### src/rtl/reg_pipe_pkg.sv
// reg_pipe_pkg: shared defaults and occupancy-width helper for reg_pipe.
package reg_pipe_pkg;
  localparam int DEF_WIDTH  = 8;
  localparam int DEF_DEPTH  = 4;
  localparam bit DEF_INVERT = 1'b1;
  function automatic int OCC_W(input int depth);
    return $clog2(depth + 1);
  endfunction
endpackage

### src/rtl/reg_pipe_stage.sv
// reg_pipe_stage: one data+valid register; data loads only when a valid beat advances in.
module reg_pipe_stage
  import reg_pipe_pkg::*;
#(
  parameter int               WIDTH     = DEF_WIDTH,
  parameter logic [WIDTH-1:0] RESET_VAL = '0
) (
  input  logic             clk,
  input  logic             rst,
  input  logic             adv,
  input  logic             v_in,
  input  logic [WIDTH-1:0] d_in,
  output logic             v_out,
  output logic [WIDTH-1:0] d_out
);
  logic             v_q, v_d;
  logic [WIDTH-1:0] data_q, data_d;
  always_comb begin
    v_d    = adv ? v_in : v_q;
    data_d = (adv & v_in) ? d_in : data_q;
  end
  always_ff @(posedge clk) begin
    if (rst) begin
      v_q    <= 1'b0;
      data_q <= RESET_VAL;
    end else begin
      v_q    <= v_d;
      data_q <= data_d;
    end
  end
  assign v_out = v_q;
  assign d_out = data_q;
endmodule

### src/rtl/reg_pipe.sv
// reg_pipe: elastic DEPTH-stage retiming pipeline with collapsing bubbles and optional inversion.
// Define REG_PIPE_OCC_EN to add the registered occupancy count port occ.
module reg_pipe
  import reg_pipe_pkg::*;
#(
  parameter int               WIDTH     = DEF_WIDTH,
  parameter int               DEPTH     = DEF_DEPTH,
  parameter bit               INVERT    = DEF_INVERT,
  parameter logic [WIDTH-1:0] RESET_VAL = '0
) (
  input  logic                       clk,
  input  logic                       rst,
  input  logic [WIDTH-1:0]           d,
  input  logic                       in_valid,
  output logic                       in_ready,
  output logic [WIDTH-1:0]           q,
  output logic                       out_valid,
  input  logic                       out_ready
`ifdef REG_PIPE_OCC_EN
  ,
  output logic [OCC_W(DEPTH)-1:0]    occ
`endif
);
  logic [DEPTH-1:0] v, adv;
  logic [WIDTH-1:0] data [DEPTH];
  logic             in_xfer, out_xfer;
  // a stage may advance if anything downstream of it moves or it holds a bubble
  always_comb begin
    adv[DEPTH-1] = out_ready | ~v[DEPTH-1];
    for (int i = DEPTH - 2; i >= 0; i--) adv[i] = adv[i+1] | ~v[i];
  end
  assign in_ready  = adv[0] & ~rst;
  assign in_xfer   = in_valid & in_ready;
  assign out_valid = v[DEPTH-1];
  assign q         = data[DEPTH-1];
  assign out_xfer  = out_valid & out_ready;
  for (genvar i = 0; i < DEPTH; i++) begin : g_stage
    logic             v_in;
    logic [WIDTH-1:0] d_in;
    if (i == 0) begin : g_head
      assign v_in = in_xfer;
      assign d_in = INVERT ? ~d : d;
    end else begin : g_body
      assign v_in = v[i-1];
      assign d_in = data[i-1];
    end
    reg_pipe_stage #(.WIDTH(WIDTH), .RESET_VAL(RESET_VAL)) u_stage (
      .clk   (clk),
      .rst   (rst),
      .adv   (adv[i]),
      .v_in  (v_in),
      .d_in  (d_in),
      .v_out (v[i]),
      .d_out (data[i])
    );
  end
`ifdef REG_PIPE_OCC_EN
  localparam int OW = OCC_W(DEPTH);
  logic [OW-1:0] occ_q, occ_d;
  always_comb occ_d = occ_q + OW'(in_xfer) - OW'(out_xfer);
  always_ff @(posedge clk) begin
    if (rst) occ_q <= '0;
    else     occ_q <= occ_d;
  end
  assign occ = occ_q;
`endif
endmodule

### config.mk
export PLATFORM = sky130hd
export DESIGN_NAME = reg_pipe
export DESIGN_NICKNAME = d
export VERILOG_FILES = /design/src/rtl/reg_pipe_pkg.sv /design/src/rtl/reg_pipe_stage.sv /design/src/rtl/reg_pipe.sv
export SDC_FILE = /design/constraint.sdc
export NUM_CORES = 1
export LEC_CHECK = 0
export CELL_PAD_IN_SITES_DETAIL_PLACEMENT = 1
export CELL_PAD_IN_SITES_GLOBAL_PLACEMENT = 2
export CORE_AREA = 2 2 72 74
export DETAILED_ROUTE_END_ITERATION = 10
export DIE_AREA = 0 0 74 76
export HOLD_SLACK_MARGIN = 0.1
export PLACE_DENSITY_LB_ADDON = 0.3
export SYNTH_ARGS = -nofsm -noshare
export SYNTH_HDL_FRONTEND = slang
export SYNTH_HIERARCHICAL = 1
export SYNTH_SLANG_ARGS = --single-unit
### constraint.sdc
create_clock -name clk -period 2.7 [get_ports clk]
set_input_delay 0.27 -clock clk [delete_from_list [all_inputs] [get_ports clk]]
set_output_delay 0.27 -clock clk [all_outputs]
set_load 0.1 [all_outputs]
---- Word-level counts from Yosys, hierarchy flattened ----
Cells that the tools add are included.
word-level totals
  input bits .............................. 12
  output and inout port bits .............. 10
  flip-flop bits (word level) ............. 36
cells by class
  bitwise logic cells ..................... 16
operators with widths
  operator          count
  NOT 8 bit         1
  AND 1 bit         6
  NOT 1 bit         5
  bitwise OR 1 bit  4

---- Longest topological paths before layout ----
Gate-level depths: netlist of the first run.
  depth after elaboration ................. 8
  mapped depth ............................ 6

---- Hierarchy ----
Netlist of the first run, hierarchy kept.
by module, submodules not included
  module          cells an instance  seq. area each (µm²)  instances  area each (µm²)
  reg_pipe_stage  40                 180.2                 4          404.1
  reg_pipe        17                 0.0                   1          87.6

---- Worst setup path before layout of the first run ----
OpenSTA, ideal clock, no wires.
  kind .................................... reg-to-output
  start point ............................. register g_stage[3].u_stage.v_q
  end point ............................... output port in_ready
  path buffers ............................ 0
  cell stages (with the launch flop) ...... 3
  data arrival time ....................... 1.919 ns
  slack ................................... 0.511 ns
  cells stage by stage .................... dfxtp_1 and4b_1 a21oi_2
on the way
  longest elaborated chain between the ends .. 6
RTL lines
  item                            RTL line              source
  start, declared                 reg_pipe_stage.sv:16  logic v_q, v_d;
  start signal, assigned          reg_pipe_stage.sv:27  v_q <= v_d;
  NOT 1 bit                       reg_pipe.sv:29        adv[DEPTH-1] = out_ready | ~v[DEPTH-1];
  bitwise OR 1 bit                reg_pipe.sv:29
  bitwise OR 1 bit (3 in series)  reg_pipe.sv:30        for (int i = DEPTH - 2; i >= 0; i--) adv[i] = adv[i+1] | ~v[i];
  AND 1 bit                       reg_pipe.sv:32        assign in_ready = adv[0] & ~rst;
  end, declared                   reg_pipe.sv:15        output logic in_ready,
Every way passes these cells.

---- Worst setup path in the final report of the first run ----
  start point ............................. input port rst
  end point ............................... output port in_ready
on the way
  longest elaborated chain between the ends .. 2
RTL lines
  item             RTL line        source
  start, declared  reg_pipe.sv:12  input logic rst,
  NOT 1 bit        reg_pipe.sv:32
  AND 1 bit        reg_pipe.sv:32
Every way passes these cells.

==> qor.txt, run 1 <==
Initial Utilization: 34.7%
post-synth top area share: 42.3%
Die H: 76 um
synth cell count leaders: 36 x dfxtp_1, 32 x nand3_1, 28 x a21bo_2, 28 x a21oi_1, 10 x inv_1
nets: 200
worst setup path startpoint: rst
gr usage total: 11.9%
Setup Total Neg Slack: 0 ns
Routed Antenna Nets: 0
HP Class: register to register
CP Launch Type: input port
RR Startpoint: g_stage[0].u_stage/v_out
Row Count: 26
CP endpoint kind: output port
DIE AREA: 0.00562 mm^2
# diodes: 0
number of synthesized flops with an enable pin: 0
# hold bufs at CTS: 0
relative slew slack: 51.2%
largest family of logic cells by synthesized area: compound AO/OA/AOI/OAI gates
Critical Path AT: 1.66 ns
total power: 0.999 mW
first-pass GRT wire length: 5.28 mm
Hold Slack: 0.469 ns
Reg2Reg Depth: 3
cells after synthesis: 177
worst hold stages: 2
period utilization: 71.6%
Syn Std Cell Area: 0.00170 mm^2
area share of and/or/nand/nor cells after synthesis: 12.2%
total core area: 0.00491 mm^2
total CTS buffers: 5
worst-skew pair later-pin latency: 0.28 ns
Async S/R FF share, synth: 0%
area share of fa/ha/maj cells after synthesis: 0%
vias in the first global route: 1,188
I/O pins: 22
Seq cells post-synth: 36
post-layout min period: 1.93 ns
Setup Skew: 0.00243 ns
fin. max-slew vios: 0
Setup Buffers After CTS: 0
Final Hold Vio Count: 0
Leak: 0.741 nW
Synth Warn #: 6
initial antenna violation count: 0
Worst Hold Launch: g_stage[1].u_stage/d_out[7]
CTS tree: done
largest net degree at the start of global routing: 29
CTS clk-pin slew, worst paths: 0.07 ns
share of cells above drive strength 1: 28.6%
final instance area: 0.00192 mm^2
drt total wl: 3.15 mm
Max Clock Freq: 517 MHz
final setup violation count: 0
per-instance average area after synthesis: 9.63 um^2
P&R area growth vs syn: 12.5%
Starting DRT DRC Count: 41
Placer Congestion: 0.701
Worst VDD drop: 0.000152 V
detailed-route via count: 1,223
clock sinks: 36
Vias/cell: 4.72
die extent in x: 74 um
H-tree Lvls: 2
post-DP HPWL: 2.14 mm
Worst Max-Slew Pin Slew: 0.731 ns
post-synth cell types: 17
CTS resizes: 0
Post-route DRC: 0
status: complete, no violations
Worst Path Required: 2.43 ns
post-synthesis xor/xnor area fraction: 0%
critical path type: input port to output port
Congestion Overflow GR: 0
drt pass-1 iters: 4
Critical Path Fanout Max: 28
Compound-Gate Fraction of Synth Area: 30.1%
mux contribution to synthesized area: 2.35%
RSZ-0062 raised after global routing: no
clock root buffer: clkbuf_8
largest area contributor in the synthesized netlist: dfxtp_1
sequential area share after synthesis: 42.3%
Power per Cell Area: 521 mW/mm^2
top-count cell post-synth: dfxtp_1
Max-cap violations: 0
Max clock buf depth: 2
Post-Place Cell Area: 0.00183 mm^2
IO Port Bufs: 21
wire length per cell: 12.2 um
post-synth net total: 189
final core occ: 39.0%
top cells by area, synth: dfxtp_1 42%, a21bo_2 16%, nand3_1 9.4%
dominant synthesized flop cell: dfxtp_1
-- cell type report --
cell class	count	area, um^2
fillers	583	3000
multi-input cells	111	761
well taps	70	87.6
flip-flops and latches	36	721
clock buffers	8	90.1
inverters	10	37.5
repair buffers	24	220
-- cells by family after synthesis --
kind of cell	after synthesis
buffers and inverters	30
flip-flops	36
AO/OA/AOI/OAI	66
AND/OR/NAND/NOR	41
multiplexers	4
-- registers in the layout, summed over array words and instances (netlist names) --
signal,count
g_stage.u_stage/d_out,32
g_stage.u_stage/v_out,4
-- worst paths after layout --
path	endpoint	slack (ns)
worst max register to register	g_stage[0].u_stage/d_out[6]	0.79
worst max-delay path	in_ready	0.77
worst min-delay path	g_stage[2].u_stage/d_out[7]	0.47
worst min register to register	g_stage[2].u_stage/d_out[7]	0.47
-- worst max-delay path, stage by stage --
cell	delay, ns
clkdlybuf4s50_1	0.70
buf_4	0.39
a21oi_2	0.09
buf_12	0.21
-- where the power goes --
group | internal (mW) | switching [mW] | leakage, nW | total (mW)
sequential | 0.539 | 0.00727 | 0.291 | 0.546
clock | 0.208 | 0.179 | 0.0455 | 0.387
combinational | 0.0321 | 0.0335 | 0.404 | 0.0655
-- through the flow --
step | instances | worst slack [ns]
final | 259 | 0.766
after global routing | 259 | 0.583
after CTS | 259 | 0.756
after detailed placement | 251 | 0.632
after global placement | 251 | 0.700
after floorplan | 177 | 0.511
-- layout by cell type (no fill, tap or decap), types with 6 or more instances in the layout --
| cell type | Yosys | layout |
|---|---|---|
| dfxtp_1 | 36 | 36 |
| inv_1 | 10 | 10 |
| a21oi_2 | 6 | 6 |
| a21bo_2 | 28 | 28 |
| buf_4 | 0 | 12 |
| a21oi_1 | 28 | 28 |
| nand3_1 | 32 | 32 |
| clkdlybuf4s50_1 | 0 | 11 |
| clkbuf_8 | 0 | 6 |
-- routing by layer --
layer / vias up / GRT usage (%) / routed length [um]
met5: - / 0 / 0
li1: 629 / - / -
met3: 6 / 4.76 / 159
met4: 0 / 4.91 / 57
met2: 24 / 19.1 / 1500
met1: 564 / 13.9 / 1430
Note: power is estimated with default switching activity, not from simulation.
==> run 2: changes to the inputs <==
CORE_AREA = 2 2 78 80   (was 2 2 72 74)
DIE_AREA = 0 0 80 82   (was 0 0 74 76)
clock period = 1.75 ns   (was 2.7 ns; I/O delays follow)
==> run 2 against run 1 <==
Effect of this change:
- clock skew is 0.0038 ns higher
- worst hold slack worse by 0.00082 ns
- highest routed layer unchanged
- critical endpoint unchanged
- flip-flop and latch count stayed put
- design area is 6.4% higher
==> qor.txt, run 2 (same netlist as run 1, synthesis figures left out) <==
period utilization: 89.8%
fin. max-slew vios: 0 (unchanged)
worst-skew pair later-pin latency: 0.28 ns (about the same)
P&R area growth vs syn: 19.7%
nets: 207 (+3.5%)
Critical Path AT: 1.40 ns (-0.26 ns)
wire length per cell: 12.5 um (+3.0%)
CP delay by family, top: buffers and inverters
Setup Total Neg Slack: 0 ns (unchanged)
CP bufs+invs: 3 (unchanged)
I/O pins: 22 (unchanged)
first-pass GRT wire length: 5.93 mm (+12%)
total core area: 0.00575 mm^2 (+17%)
die extent in x: 80 um (+8.1%)
detailed-route via count: 1,272 (+4.0%)
Congestion Overflow GR: 0 (unchanged)
Power per Cell Area: 762 mW/mm^2 (+46%)
CP endpoint kind: output port
CTS tree: done
IO Port Bufs: 21 (unchanged)
worst hold stages: 2 (unchanged)
min setup slack post-route: 0.178 ns (-0.587 ns)
Final Hold Vio Count: 0 (unchanged)
share of cells above drive strength 1: 32.7% (+4.1 points)
Worst Max-Slew Pin Slew: 0.417 ns (-0.314 ns)
CTS clk-pin slew, worst paths: 0.07 ns (about the same)
# hold bufs at CTS: 0 (unchanged)
critical path cell sequence: clkdlybuf4s50_1 > and4b_1 > buf_4 > a21oi_4 > buf_12
clock root buffer: clkbuf_8
pre-CTS setup slack: 0.0536 ns (-0.578 ns)
status: complete, no violations
Reg2Reg Depth: 5 (+2)
Row Count: 28 (+7.7%)
slowest stage delay, CP: 0.47 ns (-0.23 ns)
largest net degree at the start of global routing: 38 (+31%)
Vias/cell: 4.69 (-0.60%)
met1 usage: 12.0% (-1.9 points)
# diodes: 0 (unchanged)
CTS resizes: 0 (unchanged)
r2r setup slk: 0.38 ns (-0.41 ns)
Routed Antenna Nets: 0 (unchanged)
Placer Congestion: 0.715 (+1.9%)
CP Launch Type: input port
WP depth: 5 (+1)
Worst Hold Launch: g_stage[2].u_stage/d_out[5]
Die H: 82 um (+7.9%)
critical path type: input port to output port
post-DP HPWL: 2.32 mm (+8.6%)
Worst Path Required: 1.57 ns (-0.86 ns)
most common cell after layout, fill and taps aside: dfxtp_1
final setup violation count: 0 (unchanged)
relative slew slack: 72.2% (+21 points)
HP Class: register to register
drt total wl: 3.39 mm (+7.7%)
Initial Utilization: 29.7% (-5.0 points)
drt pass-1 iters: 4 (unchanged)
capturing point of the worst reg2reg path: g_stage[0].u_stage/d_out[2]
Worst VDD drop: 0.000287 V (+89%)
commonest non-fill, non-tap cells in the layout: 35 x dfxtp_1, 32 x nand3_1, 28 x a21bo_2, 28 x a21oi_1, 15 x buf_4
total CTS buffers: 5 (unchanged)
initial antenna violation count: 0 (unchanged)
post-layout min period: 1.57 ns
final core occ: 35.5% (-3.5 points)
clock sinks: 36 (unchanged)
DIE AREA: 0.00656 mm^2 (+17%)
Fillers: 657 (+13%)
Leak: 0.804 nW (+8.6%)
Critical Path Fanout Max: 4 (-86%)
Slowest-stage cell, CP: clkdlybuf4s50_1
Max-cap violations: 0 (unchanged)
Max Clock Freq: 636 MHz
hold endpoint: g_stage[3].u_stage/d_out[5]
max reg flops: 32 (unchanged)
Max clock buf depth: 2 (unchanged)
most used routing layer: met2
RSZ-0062 raised after global routing: no
routing usage on met2: 21.8% (+2.6 points)
Post-route DRC: 0 (unchanged)
gr usage total: 11.6% (-0.37 points)
RR Startpoint: g_stage[3].u_stage/v_out
M3 GR Usage: 3.74% (-1.0 points)
Setup Buffers After CTS: 0 (unchanged)
vias in the first global route: 1,330 (+12%)
Setup Skew: 0.00618 ns (+0.00375 ns)
H-tree Lvls: 2 (unchanged)
Starting DRT DRC Count: 24 (-41%)
[run 2: final cells by class]
| class | instances | area [um^2] | area share, % |
|---|---|---|---|
| clock inverters | 2 | 10.0 | 0.491 |
| multi-input cells | 111 | 768 | 37.7 |
| flip-flops and latches | 36 | 724 | 35.5 |
| inverters | 10 | 37.5 | 1.84 |
| clock buffers | 6 | 82.6 | 4.05 |
| repair buffers | 31 | 323 | 15.8 |
| well taps | 75 | 93.8 | 4.60 |
[run 2: power breakdown]
part,switching (mW),total [mW],internal (mW)
registers,0.00705,0.837,0.830
clock network,0.288,0.602,0.314
logic,0.0584,0.115,0.0563
total,0.353,1.55,1.20
[run 2: per-layer routing]
layer,wire length (um),part of all wire [%],vias up
met5,0,0,-
met4,46,1.4,0
met3,142,4.2,6
met2,1710,50,23
met1,1490,44,599
li1,-,-,644
[run 2: worst register-to-register path, cell delays in order (launching register included)]
cell	delay [ns]
dfxtp_4	0.36
and4b_1	0.28
nand2_1	0.13
buf_12	0.17
a21bo_2	0.22
a21oi_1	0.15
[run 2: worst max path at each step]
stage / to / slack [ns] / from
after detailed placement: g_stage[0].u_stage/d_out[2] / 0.05 / out_ready
final: in_ready / 0.18 / out_ready
after global placement: g_stage[0].u_stage/d_out[7] / 0.14 / out_ready
after floorplan: g_stage[0].u_stage/d_out[4] / 0.15 / g_stage[3].u_stage/v_out
after CTS: in_ready / 0.17 / out_ready
after global routing: in_ready / 0.14 / out_ready
[run 2: through the flow]
| stage | hold slack [ns] | power (mW) | area (um^2) | cells |
|---|---|---|---|---|
| after global routing | 0.500 | 1.63 | 2040 | 271 |
| after detailed placement | 0.458 | 0.973 | 1950 | 263 |
| final | 0.468 | 1.55 | 2040 | 271 |
| after global placement | 0.451 | 0.968 | 1950 | 263 |
| after CTS | 0.471 | 1.58 | 2040 | 271 |
| after floorplan | 0.345 | 0.926 | 1720 | 177 |
==> run 3: changes to the inputs <==
CORE_AREA = 2 2 62 88   (was 2 2 78 80)
DIE_AREA = 0 0 64 90   (was 0 0 80 82)
DONT_BUFFER_PORTS = 1   (was unset)
==> run 3 against run 2 <==
Effect of this change:
- via count is 2.8% lower
- non-clock buffer count is 8 lower
- sequential share of layout area is 2.4 points higher
- largest power group unchanged
- critical endpoint is now g_stage[1].u_stage/d_out[0]
==> qor.txt, run 3 (same netlist as run 1, synthesis figures left out) <==
Vias/cell: 4.89 (+4.1%)
Setup Skew: 0.00352 ns (-0.00266 ns)
Leak: 0.745 nW (-7.4%)
capturing point of the worst reg2reg path: g_stage[1].u_stage/d_out[0]
Post-route DRC: 0 (unchanged)
wire length per cell: 12.6 um (+0.58%)
total CTS buffers: 5 (unchanged)
P&R area growth vs syn: 12.1%
drt pass-1 iters: 2 (-2)
CTS tree: done
most common cell after layout, fill and taps aside: dfxtp_1
slowest stage delay, CP: 0.34 ns (-0.13 ns)
IO Port Bufs: 0 (-100%)
clock root buffer: clkbuf_8
RSZ-0062 raised after global routing: no
Initial Utilization: 34.1% (+4.4 points)
final setup violation count: 0 (unchanged)
die extent in x: 64 um (-20%)
critical path type: register to register
DIE AREA: 0.00576 mm^2 (-12%)
worst-skew pair later-pin latency: 0.28 ns (about the same)
detailed-route via count: 1,236 (-2.8%)
CP delay by family, top: compound AO/OA/AOI/OAI gates
Starting DRT DRC Count: 44 (+83%)
largest net degree at the start of global routing: 37 (-2.6%)
Worst Path Required: 1.96 ns (+0.39 ns)
worst setup path startpoint: g_stage[3].u_stage/v_out
total core area: 0.00500 mm^2 (-13%)
clock sinks: 36 (unchanged)
Final Hold Vio Count: 0 (unchanged)
share of cells above drive strength 1: 31.0% (-1.6 points)
CTS clk-pin slew, worst paths: 0.07 ns (about the same)
Critical Path AT: 1.70 ns (+0.30 ns)
CP bufs+invs: 1 (-2)
Max clock buf depth: 2 (unchanged)
Routed Antenna Nets: 0 (unchanged)
Congestion Overflow GR: 0 (unchanged)
r2r setup slk: 0.26 ns (-0.12 ns)
period utilization: 85.0% (-4.8 points)
HP Class: input port to register
gr usage total: 12.6% (+1.1 points)
Power per Cell Area: 774 mW/mm^2 (+1.6%)
fin. max-slew vios: 0 (unchanged)
crit path to: g_stage[1].u_stage/d_out[0]
Reg2Reg Depth: 4 (-1)
commonest non-fill, non-tap cells in the layout: 35 x dfxtp_1, 32 x nand3_1, 28 x a21bo_2, 28 x a21oi_1, 13 x buf_4
Max Clock Freq: 672 MHz (+5.6%)
Die H: 90 um (+9.8%)
critical path cell sequence: and4b_1 > inv_1 > a21bo_2 > a21oi_1
first-pass GRT wire length: 5.91 mm (-0.47%)
Max-cap violations: 0 (unchanged)
status: complete, no violations
Worst Max-Slew Pin Slew: 0.547 ns (+0.130 ns)
final core occ: 38.2% (+2.7 points)
post-DP HPWL: 2.13 mm (-8.2%)
RR Startpoint: g_stage[3].u_stage/v_out
relative slew slack: 63.4% (-8.7 points)
Row Count: 31 (+11%)
H-tree Lvls: 2 (unchanged)
Setup Total Neg Slack: 0 ns (unchanged)
WP depth: 4 (-1)
Placer Congestion: 0.634 (-11%)
I/O pins: 22 (unchanged)
drt total wl: 3.19 mm (-6.1%)
Worst VDD drop: 0.000537 V (+87%)
nets: 199 (-3.9%)
initial antenna violation count: 0 (unchanged)
max reg flops: 32 (unchanged)
Setup Buffers After CTS: 0 (unchanged)
Fillers: 572 (-13%)
post-layout min period: 1.49 ns (-0.0837 ns)
CP Launch Type: register
# diodes: 0 (unchanged)
vias in the first global route: 1,296 (-2.6%)
Slowest-stage cell, CP: dfxtp_4
Critical Path Fanout Max: 17 (+13)
CP endpoint kind: register
[run 3: cell count changes in the layout (fill, tap and decap cells not counted), sizes merged]
cell / previous run / this run
dlygate4sd3: 0 / 8
clkdlybuf4s50: 11 / 0
buf: 20 / 15
clkinv: 2 / 1
[run 3: metrics by stage]
| stage | area [um^2] | hold slack (ns) | cells | power [mW] | setup WS [ns] |
|---|---|---|---|---|---|
| detailed placement | 1730 | 0.243 | 237 | 0.927 | 0.0857 |
| global route | 1910 | 0.165 | 253 | 1.55 | 0.108 |
| global placement | 1730 | 0.242 | 237 | 0.923 | 0.224 |
| floorplan | 1720 | 0.345 | 177 | 0.926 | 0.151 |
| finish | 1910 | 0.152 | 253 | 1.48 | 0.262 |
| CTS | 1910 | 0.146 | 253 | 1.51 | 0.0694 |
[run 3: power by group]
| part | internal, mW | switching [mW] |
|---|---|---|
| Sequential | 0.830 | 0.00720 |
| Combinational | 0.0469 | 0.0549 |
| Clock | 0.270 | 0.269 |
| Total | 1.15 | 0.331 |
[run 3: metal layers]
metal	vias to the layer above	global-route usage [%]	share of wire (%)
met1	581	14.0	41
met5	-	0	0
met2	21	23.2	54
met3	4	3.50	3.4
met4	0	3.26	1.2
li1	630	-	-
[run 3: worst min-delay path by stage]
stage                     from                     endpoint  slack, ns  depth (start not counted)
after floorplan           d[5]  g_stage[0].u_stage/d_out[5]       0.35                          3
after global placement     rst  g_stage[1].u_stage/d_out[4]       0.24                          1
after detailed placement   rst  g_stage[3].u_stage/d_out[4]       0.24                          1
after CTS                  rst  g_stage[3].u_stage/d_out[4]       0.15                          2
after global routing       rst  g_stage[3].u_stage/d_out[4]       0.16                          2
final                      rst  g_stage[3].u_stage/d_out[4]       0.15                          2
[run 3: worst reg2reg max path: stages, from the launching register on]
cell     delay, ns
dfxtp_4       0.34
and4b_1       0.33
inv_1         0.31
a21bo_2       0.29
a21oi_1       0.14
[run 3: repair_timing]
action	in CTS	in global routing
setup endpoints to repair	0	4
hold endpoints to repair	36	0
gates resized for setup	0	1
hold buffers	9	0
[run 3: area by class of cell]
type,instances,area (um^2),share of cell area [%]
Sequential cell,36,724,37.9
Clock inverter,1,5.00,0.262
Inverter,10,37.5,1.96
Tap cell,66,82.6,4.32
Timing Repair Buffer,23,218,11.4
Multi-Input combinational cell,111,771,40.3
Clock buffer,6,72.6,3.80
